==> src/rtl/sample_phase_meter_pkg.sv <==
// Shared definitions for the sample phase meter and the precharge/AZ sequencer.
package sample_phase_meter_pkg;

  // The encoding is visible on monitor[2:0], so debug tooling relies on these values.
  typedef enum logic [2:0] {
    ST_IDLE = 3'd0,
    ST_SYNC = 3'd1,
    ST_PRE  = 3'd2,
    ST_HI   = 3'd3,
    ST_POST = 3'd4,
    ST_LO   = 3'd5
  } state_t;

  localparam logic SW_PC_SIGNAL = 1'b1;
  localparam logic SW_PC_BOOT   = 1'b0;

endpackage

==> src/rtl/sample_phase_meter_edge_det.sv <==
// Registered-delay edge detector: rise/fall are seen in the same cycle the input changes.
module sample_phase_meter_edge_det (
  input  logic clk,
  input  logic reset_n,
  input  logic x,
  output logic rise,
  output logic fall
);

  logic x_q;
  logic x_d;

  always_comb begin
    x_d = x;
  end

  // Reset loads the live input so no spurious edge appears when reset is released.
  always_ff @(posedge clk) begin
    if (reset_n) begin
      x_q <= x;
    end else begin
      x_q <= x_d;
    end
  end

  assign rise = x & ~x_q;
  assign fall = ~x & x_q;

endmodule

==> src/rtl/sample_phase_meter.sv <==
// Measures the duration of each phase of every acquisition cycle and emits one
// record per cycle over a valid/ack handshake; flags stalls and illegal edge order.
module sample_phase_meter
  import sample_phase_meter_pkg::*;
#(
  parameter int W  = 32,
  parameter int CW = 16
) (
  input  logic          clk,
  input  logic          reset_n,
  input  logic          sw_pc_ctl,
  input  logic          phase_hi,
  input  logic [W-1:0]  p_timeout,
  input  logic          fault_clr,
  input  logic          rec_ack,
  output logic          rec_valid,
  output logic [W-1:0]  rec_pc,
  output logic [W-1:0]  rec_hi,
  output logic [W-1:0]  rec_post,
  output logic [W-1:0]  rec_lo,
  output logic [CW-1:0] cycle_count,
  output logic [CW-1:0] overrun_count,
  output logic          fault_timeout,
  output logic          fault_seq,
  output logic [7:0]    monitor
);

  logic sw_rise, sw_fall, ph_rise, ph_fall;

  sample_phase_meter_edge_det u_sw_edge (
    .clk     (clk),
    .reset_n (reset_n),
    .x       (sw_pc_ctl),
    .rise    (sw_rise),
    .fall    (sw_fall)
  );

  sample_phase_meter_edge_det u_ph_edge (
    .clk     (clk),
    .reset_n (reset_n),
    .x       (phase_hi),
    .rise    (ph_rise),
    .fall    (ph_fall)
  );

  state_t        state_q, state_d;
  logic [W-1:0]  cnt_q, cnt_d;
  logic [W-1:0]  pc_q, pc_d, hi_q, hi_d, post_q, post_d;
  logic [W-1:0]  rec_pc_q, rec_pc_d, rec_hi_q, rec_hi_d;
  logic [W-1:0]  rec_post_q, rec_post_d, rec_lo_q, rec_lo_d;
  logic          rec_valid_q, rec_valid_d;
  logic [CW-1:0] cyc_q, cyc_d, ovr_q, ovr_d;
  logic          ft_q, ft_d, fs_q, fs_d;
  logic          seq_err, to_err, emit;
  logic          measuring;

  always_comb begin
    state_d     = state_q;
    cnt_d       = (cnt_q == '1) ? cnt_q : cnt_q + W'(1);
    pc_d        = pc_q;
    hi_d        = hi_q;
    post_d      = post_q;
    rec_pc_d    = rec_pc_q;
    rec_hi_d    = rec_hi_q;
    rec_post_d  = rec_post_q;
    rec_lo_d    = rec_lo_q;
    rec_valid_d = rec_valid_q;
    cyc_d       = cyc_q;
    ovr_d       = ovr_q;
    emit        = 1'b0;
    seq_err     = 1'b0;
    to_err      = 1'b0;
    measuring   = state_q inside {ST_PRE, ST_HI, ST_POST, ST_LO};

    if (state_q != ST_IDLE && sw_rise &&
        (!phase_hi || state_q inside {ST_SYNC, ST_POST, ST_LO})) begin
      seq_err = 1'b1;
    end
    if (state_q inside {ST_PRE, ST_HI} && ph_fall) begin
      seq_err = 1'b1;
    end
    if (measuring && p_timeout != '0 && cnt_q == p_timeout) begin
      to_err = 1'b1;
    end

    if (seq_err || to_err) begin
      state_d = ST_IDLE;
    end else begin
      // Each closing edge latches the running count and restarts it at 1 for the next phase.
      case (state_q)
        ST_IDLE: if (!phase_hi && !sw_pc_ctl) state_d = ST_SYNC;
        ST_SYNC: if (ph_rise) begin
          state_d = ST_PRE;
          cnt_d   = W'(1);
        end
        ST_PRE: if (sw_rise) begin
          pc_d    = cnt_q;
          state_d = ST_HI;
          cnt_d   = W'(1);
        end
        ST_HI: if (sw_fall) begin
          hi_d    = cnt_q;
          state_d = ST_POST;
          cnt_d   = W'(1);
        end
        ST_POST: if (ph_fall) begin
          post_d  = cnt_q;
          state_d = ST_LO;
          cnt_d   = W'(1);
        end
        ST_LO: if (ph_rise) begin
          emit    = 1'b1;
          state_d = ST_PRE;
          cnt_d   = W'(1);
        end
        default: state_d = ST_IDLE;
      endcase
    end

    if (emit) begin
      if (!rec_valid_q || rec_ack) begin
        rec_pc_d    = pc_q;
        rec_hi_d    = hi_q;
        rec_post_d  = post_q;
        rec_lo_d    = cnt_q;
        rec_valid_d = 1'b1;
        cyc_d       = cyc_q + CW'(1);
      end else if (ovr_q != '1) begin
        ovr_d = ovr_q + CW'(1);
      end
    end else if (rec_valid_q && rec_ack) begin
      rec_valid_d = 1'b0;
    end

    // A fault raised in the same cycle as fault_clr must survive the clear.
    ft_d = (fault_clr ? 1'b0 : ft_q) | to_err;
    fs_d = (fault_clr ? 1'b0 : fs_q) | seq_err;
  end

  always_ff @(posedge clk) begin
    if (reset_n) begin
      state_q     <= ST_IDLE;
      cnt_q       <= '0;
      pc_q        <= '0;
      hi_q        <= '0;
      post_q      <= '0;
      rec_pc_q    <= '0;
      rec_hi_q    <= '0;
      rec_post_q  <= '0;
      rec_lo_q    <= '0;
      rec_valid_q <= 1'b0;
      cyc_q       <= '0;
      ovr_q       <= '0;
      ft_q        <= 1'b0;
      fs_q        <= 1'b0;
    end else begin
      state_q     <= state_d;
      cnt_q       <= cnt_d;
      pc_q        <= pc_d;
      hi_q        <= hi_d;
      post_q      <= post_d;
      rec_pc_q    <= rec_pc_d;
      rec_hi_q    <= rec_hi_d;
      rec_post_q  <= rec_post_d;
      rec_lo_q    <= rec_lo_d;
      rec_valid_q <= rec_valid_d;
      cyc_q       <= cyc_d;
      ovr_q       <= ovr_d;
      ft_q        <= ft_d;
      fs_q        <= fs_d;
    end
  end

  assign rec_valid     = rec_valid_q;
  assign rec_pc        = rec_pc_q;
  assign rec_hi        = rec_hi_q;
  assign rec_post      = rec_post_q;
  assign rec_lo        = rec_lo_q;
  assign cycle_count   = cyc_q;
  assign overrun_count = ovr_q;
  assign fault_timeout = ft_q;
  assign fault_seq     = fs_q;
  assign monitor       = {2'b00, rec_valid_q, ph_fall, ph_rise, state_q};

endmodule

==> config.mk <==
export PLATFORM = sky130hd
export DESIGN_NAME = sample_phase_meter
export DESIGN_NICKNAME = d
export VERILOG_FILES = /design/src/rtl/sample_phase_meter_pkg.sv /design/src/rtl/sample_phase_meter_edge_det.sv /design/src/rtl/sample_phase_meter.sv
export SDC_FILE = /design/constraint.sdc
export NUM_CORES = 1
export LEC_CHECK = 0
export ABC_AREA = 0
export ABC_CLOCK_PERIOD_IN_PS = 2800
export BUFFER_PORTS_ARGS = -buffer_cell sky130_fd_sc_hd__buf_2
export CAP_MARGIN = 20
export CORE_ASPECT_RATIO = 1.75
export CORE_MARGIN = 4
export CORE_UTILIZATION = 40
export DETAILED_ROUTE_END_ITERATION = 7
export PLACE_DENSITY = 0.71
export SLEW_MARGIN = 10
export SYNTH_ARGS = -nofsm -noshare
export SYNTH_HDL_FRONTEND = slang
export SYNTH_SLANG_ARGS = --single-unit
==> constraint.sdc <==
create_clock -name clk -period 2.8 [get_ports clk]
set_input_delay 0.56 -clock clk [delete_from_list [all_inputs] [get_ports clk]]
set_output_delay 0.56 -clock clk [all_outputs]
set_load 0.005 [all_outputs]
==> summary.md, run 1 <==
| Metric | Value |
|---|---|
| Worst Setup SP | cnt_q[3] |
| Synth warnings | 0 |
| Setup ws final | 0.228 ns |
| Post-DP HPWL | 25500 µm |
| CTS tree | yes |
| Primary FF master, synth | dfxtp_1 |
| Depth of the CTS H-tree | 1 |
| Pin count of the biggest net entering global routing | 151 |
| Worst VDD drop | 0.463 mV |
| Synth Area in XOR/XNOR | 0.0520 |
| Die Wd | 139 µm |
| Multiplexer share of the synthesized area | 0.0839 |
| DRC | 0 |
| PwrDens | 595 nW/µm² |
| Num ports | 209 |
| Initial antenna violation count | 0 |
| Cells along the critical path | xor2_1 > nor4_1 > nand4_1 > or3_1 > buf_12 > and2_4 > buf_12 > nand2_1 > a21oi_1 |
| Hold Slack | 0.160 ns |
| Initial core utilization | 0.407 |
| Result of the run | completed |
| Setup_tns | 0 ns |
| Chip height | 237 µm |
| Top cell type's share of synthesized area | 0.496 |
| Tot Pwr | 8.60 mW |
| Post-synth EDFFs | 0 |
| Area contributors post-synth | dfxtp_1 50%, nand2_1 9.1%, mux2i_1 8.2% |
| Die ar. | 32800 µm² |
| Synth unique cells | 53 |
| Sequential-to-total area share from yosys stat | 0.496 |
| Mapped cell area | 12000 µm² |
| Crit-path slowest cell | dfxtp_1 |
| Clk buf depth | 3 |
| Critical path arrival | 2.98 ns |
| CTS Buf Count | 27 |
| Final Core Density | 0.492 |
| Syn avg cell area | 8.64 µm² |
| Required time at the worst-slack endpoint | 3.21 ns |
| Port Buf Inserts | 206 |
| Final nets | 1610 |
| Global Route Usage Sum | 0.201 |
| Row count | 83 |
| Vias per cell | 5.18 |
| Post-synth ARST share | 0 |
| Largest family of logic cells by synthesized area | simple AND/OR/NAND/NOR gates |
| Via count | 10.2k |
| Detail Route Antenna Nets | 0 |
| Placeable core region | 29400 µm² |
| Area leader, netlist | dfxtp_1 |
| Critical Path Start Type | flop |
| Synthesized flop and latch total | 296 |
| Worst path max stage delay | 0.61 ns |
| CTS Sinks | 296 |
| Hold Path Class | primary input to flop |
| Clk root buf | clkbuf_16 |
| Worst R2R Setup Slack | 0.23 ns |
| Reg2Reg Capture Point | rec_pc[12] |
| Vias in the first global route | 9894 |
| Pre-CTS WS | 0.116 ns |
| Most used cell, CP | buf_12 |
| Max Freq | 389 MHz |
| Final setup viols | 0 |
| Cts hold-fix bufs | 0 |
| Total leakage power | 6.47 nW |
| Critical setup path kind | flop to flop |
| Max_cap viols | 0 |
| Worst setup path endpoint | rec_pc[12] |
| GPL Wtd Cong | 0.920 |
| Proportion of layout cells with a drive suffix above 1 | 0.208 |
| First-pass GRT wire length | 53200 µm |
| # diodes | 0 |
| Relative slew margins | 0.553 |
| Setup bufs post-CTS | 0 |
| Final Hold Fails | 0 |
| Pins over their slew limit | 0 |
| CP Capture Type | flop |
| Worst Max-Slew Pin Slew | 0.670 ns |
| Synth-to-layout area growth | 20.9% |
| Total wire length | 34700 µm |
| CTS clk-pin slew, worst paths | 0.07 ns |
| Origin of the critical flop-to-flop path | cnt_q[3] |
| WL/cell | 17.7 µm |
| Latest clock arrival within the worst-skew pair | 0.55 ns |
| Grt ovf | 0 |
| Drt first pass iters | 5 |
| Max Clock Skew | 0.00946 ns |
| Area fraction in compound gates after synthesis | 0.0875 |
| Post-Syn Instances | 1384 |
| 1st-iter DRT viols | 643 |
| Post-route minimum period | 2.57 ns |
| Final period util | 0.919 |
| Post-synthesis simple-gate area fraction | 0.220 |
| Post-CTS sizing | 0 |
| Unrepaired setup endpoints after global routing | no |
| Adder-Cell Fraction of Synth Area | 0.00523 |
| Worst reg-to-reg path cell count | 9 |
| Crit-path max FO | 47 |
-- worst min path at each step --
| stage | from | end | slack, ns | cells after the start |
|---|---|---|---|---|
| 2_1_floorplan | hi_q[0] | rec_hi[0] | 0.43 | 2 |
| 3_3_place_gp | post_q[15] | rec_post[15] | 0.44 | 2 |
| 3_5_place_dp | rec_post[3] | rec_post[3] | 0.44 | 2 |
| 4_1_cts | sw_pc_ctl | u_sw_edge.x_q | 0.14 | 1 |
| 5_1_grt | sw_pc_ctl | u_sw_edge.x_q | 0.14 | 1 |
| 6_report | sw_pc_ctl | u_sw_edge.x_q | 0.16 | 1 |
-- worst max-delay path, delay by kind of cell, from the launching register on --
| family | cells | cell delay [ns] |
|---|---|---|
| compound gates | 1 | 0.09 |
| xor+xnor | 1 | 0.12 |
| buf+inv | 2 | 0.37 |
| flops | 1 | 0.61 |
| simple gates | 5 | 1.21 |
-- flip-flops by register name (all words and copies together), names as in the netlist --
register / count
rec_valid: 1
pc_q: 32
u_ph_edge.x_q: 1
u_sw_edge.x_q: 1
fault_seq: 1
fault_timeout: 1
cycle_count: 16
overrun_count: 16
state_q: 3
rec_post: 32
rec_hi: 32
rec_lo: 32
hi_q: 32
post_q: 32
cnt_q: 32
rec_pc: 32
-- cell usage after synthesis (5+ instances only) --
master / number
buf_6: 13
dfxtp_1: 296
and4_1: 5
buf_4: 13
xnor2_1: 18
xor2_1: 53
ha_1: 5
nor2_1: 157
nor2b_1: 9
nand4_1: 17
nor4_1: 18
and3_1: 8
buf_2: 34
o21ai_0: 15
nand3_1: 28
inv_1: 11
mux2i_1: 98
clkbuf_1: 56
o31ai_1: 7
and2_1: 6
nand2_1: 289
a21oi_1: 152
or3_1: 13
nor3_1: 15
or4_1: 5
-- placed cells by master (no fill, tap or decap), types with 3 or more instances in the layout --
| cell type | n |
|---|---|
| nand3_1 | 28 |
| mux2i_1 | 98 |
| bufinv_16 | 4 |
| o211ai_1 | 3 |
| o31ai_1 | 6 |
| nand2_1 | 289 |
| or3_1 | 13 |
| clkbuf_1 | 4 |
| nor2b_1 | 9 |
| buf_4 | 48 |
| nand4_1 | 17 |
| ha_1 | 5 |
| nor3_1 | 15 |
| buf_12 | 15 |
| nor2_1 | 157 |
| and4_1 | 5 |
| xnor2_1 | 18 |
| a31oi_1 | 3 |
| nand2b_1 | 4 |
| clkbuf_8 | 7 |
| inv_1 | 11 |
| o21ai_0 | 15 |
| buf_2 | 205 |
| nor4_1 | 18 |
| and2_1 | 5 |
| and3_1 | 8 |
| dfxtp_1 | 296 |
| or4_1 | 5 |
| a211oi_1 | 3 |
| or2_2 | 3 |
| clkbuf_16 | 27 |
| a21oi_1 | 152 |
| xor2_1 | 53 |
-- cell type report --
type | instances | area, µm²
repair buffers | 269 | 1700
well taps | 382 | 478
multi-input cells | 962 | 5390
fillers | 2731 | 14900
clock buffers | 37 | 773
flip-flops and latches | 296 | 5930
clock inverters | 9 | 155
inverters | 11 | 41.3
-- metal layers --
layer	global-route usage	up-vias	part of all wire
met2	0.393	301	0.55
li1	-	4943	-
met1	0.196	4822	0.34
met5	0	-	0
met4	0.128	0	0.068
met3	0.0244	110	0.043
-- logic make-up after synthesis --
group                    count (synthesis)
adder cells (fa/ha/maj)                  5
other                                    1
flip-flops                             296
AO/OA/AOI/OAI                          194
multiplexers                           100
XOR/XNOR                                71
AND/OR/NAND/NOR                        590
buffers and inverters                  127
-- report_power, final --
group	total [mW]	internal [mW]	switching [mW]	leakage (nW)
sequential	4.25	4.23	0.0269	2.38
combinational	0.457	0.166	0.290	3.64
clock	3.89	2.29	1.60	0.454
total	8.60	6.69	1.92	6.47
-- per-stage QoR --
| step | instances | instance area, µm² |
|---|---|---|
| 2_1_floorplan | 1385 | 12000 |
| 3_3_place_gp | 1920 | 13500 |
| 3_5_place_dp | 1920 | 13500 |
| 4_1_cts | 1966 | 14500 |
| 5_1_grt | 1966 | 14500 |
| 6_report | 1966 | 14500 |
No activity file was read; power rests on OpenSTA's default activity.
==> run 2: changes to the inputs <==
--- a/config.mk
+++ b/config.mk
@@ -11,9 +11,9 @@
 export CAP_MARGIN = 20
 export CORE_ASPECT_RATIO = 1.75
 export CORE_MARGIN = 4
-export CORE_UTILIZATION = 40
+export CORE_UTILIZATION = 50
 export DETAILED_ROUTE_END_ITERATION = 7
-export PLACE_DENSITY = 0.71
+export PLACE_DENSITY = 0.83
 export SLEW_MARGIN = 10
 export SYNTH_ARGS = -nofsm -noshare
 export SYNTH_HDL_FRONTEND = slang
==> run 2 against run 1 <==
  * Clock-buffer cell count fell by 1
  * First-iteration DRC count is 5.4% higher
  * Die area is 19% lower
  * Critical path type unchanged
  * Largest power group unchanged
  * Highest routed layer unchanged
==> summary.md, run 2 (same netlist as run 1, synthesis figures left out) <==
| Metric | Value |
|---|---|
| Result of the run | completed |
| Post-route minimum period | 2.70 ns |
| Hold Path Class | primary input to flop |
| Final nets | 1615 |
| Worst path max stage delay | 0.59 ns |
| CTS Buf Count | 26 |
| Max Clock Skew | 0.0111 ns |
| Max Freq | 370 MHz |
| Required time at the worst-slack endpoint | 3.25 ns |
| Crit-path slowest cell | dfxtp_1 |
| Grt ovf | 0 |
| CTS tree | yes |
| Worst R2R Setup Slack | 0.1 ns |
| Crit-path max FO | 44 |
| # diodes | 0 |
| Detail Route Antenna Nets | 0 |
| Most used cell, CP | buf_12 |
| Die ar. | 26600 µm² |
| Multi-input gate area | 5390 µm² |
| Hold depth | 1 |
| CP Capture Type | flop |
| Num ports | 209 |
| Worst VDD drop | 0.552 mV |
| Final period util | 0.965 |
| PwrDens | 591 nW/µm² |
| Critical Path Start Type | flop |
| Clk root buf | clkbuf_16 |
| Global Route Usage Sum | 0.246 |
| Critical setup path kind | flop to flop |
| Unrepaired setup endpoints after global routing | no |
| Most frequent cells in the layout | 295 x dfxtp_1, 289 x nand2_1, 205 x buf_2 |
| Worst Setup SP | cnt_q[14] |
| Critical path arrival | 3.16 ns |
| Worst reg-to-reg path cell count | 9 |
| Worst Max-Slew Pin Slew | 0.820 ns |
| Via count | 10.3k |
| CTS Sinks | 296 |
| Proportion of layout cells with a drive suffix above 1 | 0.212 |
| Origin of the critical flop-to-flop path | cnt_q[14] |
| Pre-CTS WS | -0.0883 ns |
| Reg2Reg Capture Point | rec_pc[12] |
| Pins over their slew limit | 0 |
| Drt first pass iters | 7 |
| Latest clock arrival within the worst-skew pair | 0.54 ns |
| Final setup viols | 0 |
| Clk buf depth | 3 |
| Port Buf Inserts | 206 |
| 1st-iter DRT viols | 678 |
| WL/cell | 17.8 µm |
| Register area | 5930 µm² |
| Total leakage power | 6.47 nW |
| Initial antenna violation count | 0 |
| Placeable core region | 23400 µm² |
| First-pass GRT wire length | 53000 µm |
| Commonest non-fill, non-tap cell in the layout | dfxtp_1 |
| GPL Wtd Cong | 0.956 |
| Post-DP HPWL | 24400 µm |
| Chip height | 213 µm |
| Total wire length | 33800 µm |
| Tot Pwr | 8.47 mW |
| Max_cap viols | 0 |
| Hold path start | sw_pc_ctl |
| Pin count of the biggest net entering global routing | 165 |
| Worst-case hold path end point | u_sw_edge.x_q |
| Vias per cell | 5.46 |
| Vias in the first global route | 10.2k |
| Cells along the critical path | xor2_1 > nor4_1 > nand4_1 > or3_1 > buf_12 > nand2_4 > buf_12 > nand2_1 > a21oi_1 |
| Row count | 74 |
| Synth-to-layout area growth | 19.9% |
| CTS clk-pin slew, worst paths | 0.07 ns |
| Initial core utilization | 0.510 |
| Setup ws final | 0.0976 ns |
| Setup_tns | 0 ns |
| Die Wd | 125 µm |
| Final Hold Fails | 0 |
| DRC | 0 |
| # fillers | 1981 |
| Depth of the CTS H-tree | 1 |
| Relative slew margins | 0.450 |
-- run 2: cell type report --
class | count | share of cell area
multi-input cells | 962 | 0.376
repair buffers | 275 | 0.118
clock buffers | 36 | 0.0530
inverters | 11 | 0.00288
well taps | 304 | 0.0265
clock inverters | 12 | 0.0100
flip-flops and latches | 296 | 0.413
-- run 2: per-layer routing --
| layer | vias up | part of all wire | global-route usage |
|---|---|---|---|
| met1 | 4918 | 0.37 | 0.267 |
| met5 | - | 0 | 0 |
| li1 | 4957 | - | - |
| met2 | 370 | 0.52 | 0.460 |
| met3 | 101 | 0.056 | 0.0367 |
| met4 | 0 | 0.050 | 0.129 |
-- run 2: report_power, final --
part,switching [mW],internal [mW],leakage (nW)
Sequential,0.0133,4.23,2.38
Combinational,0.309,0.163,3.64
Clock,1.58,2.18,0.449
-- run 2: worst max-delay path by stage --
stage / to / slack (ns)
4_1_cts: rec_pc[12] / 0.10
3_3_place_gp: pc_q[0] / 0.02
6_report: rec_pc[12] / 0.1
5_1_grt: rec_pc[12] / 0.03
3_5_place_dp: pc_q[27] / -0.09
2_1_floorplan: cnt_q[10] / 0.42
-- run 2: critical path, delay by kind of cell (launching register included) --
family / cells / cell delay, ns
and+or+nand+nor: 5 / 1.24
DFF: 1 / 0.59
buffers and inverters: 2 / 0.46
AOI/OAI and AO/OA: 1 / 0.18
xor gates and xnor gates: 1 / 0.12
-- run 2: per-stage QoR --
step | std cells | instance area (µm²) | util | hold WS [ns]
finish | 1896 | 14300 | 0.612 | 0.161
floorplan | 1385 | 12000 | - | 0.432
global route | 1896 | 14300 | 0.612 | 0.152
global placement | 1848 | 13400 | 0.573 | 0.435
detailed placement | 1848 | 13400 | 0.573 | 0.443
CTS | 1896 | 14300 | 0.612 | 0.144
-- run 2: what timing repair did --
item,CTS,global route
gates resized for setup,0,1
hold buffers,0,0
setup endpoints to repair,0,21
buffers inserted,0,0
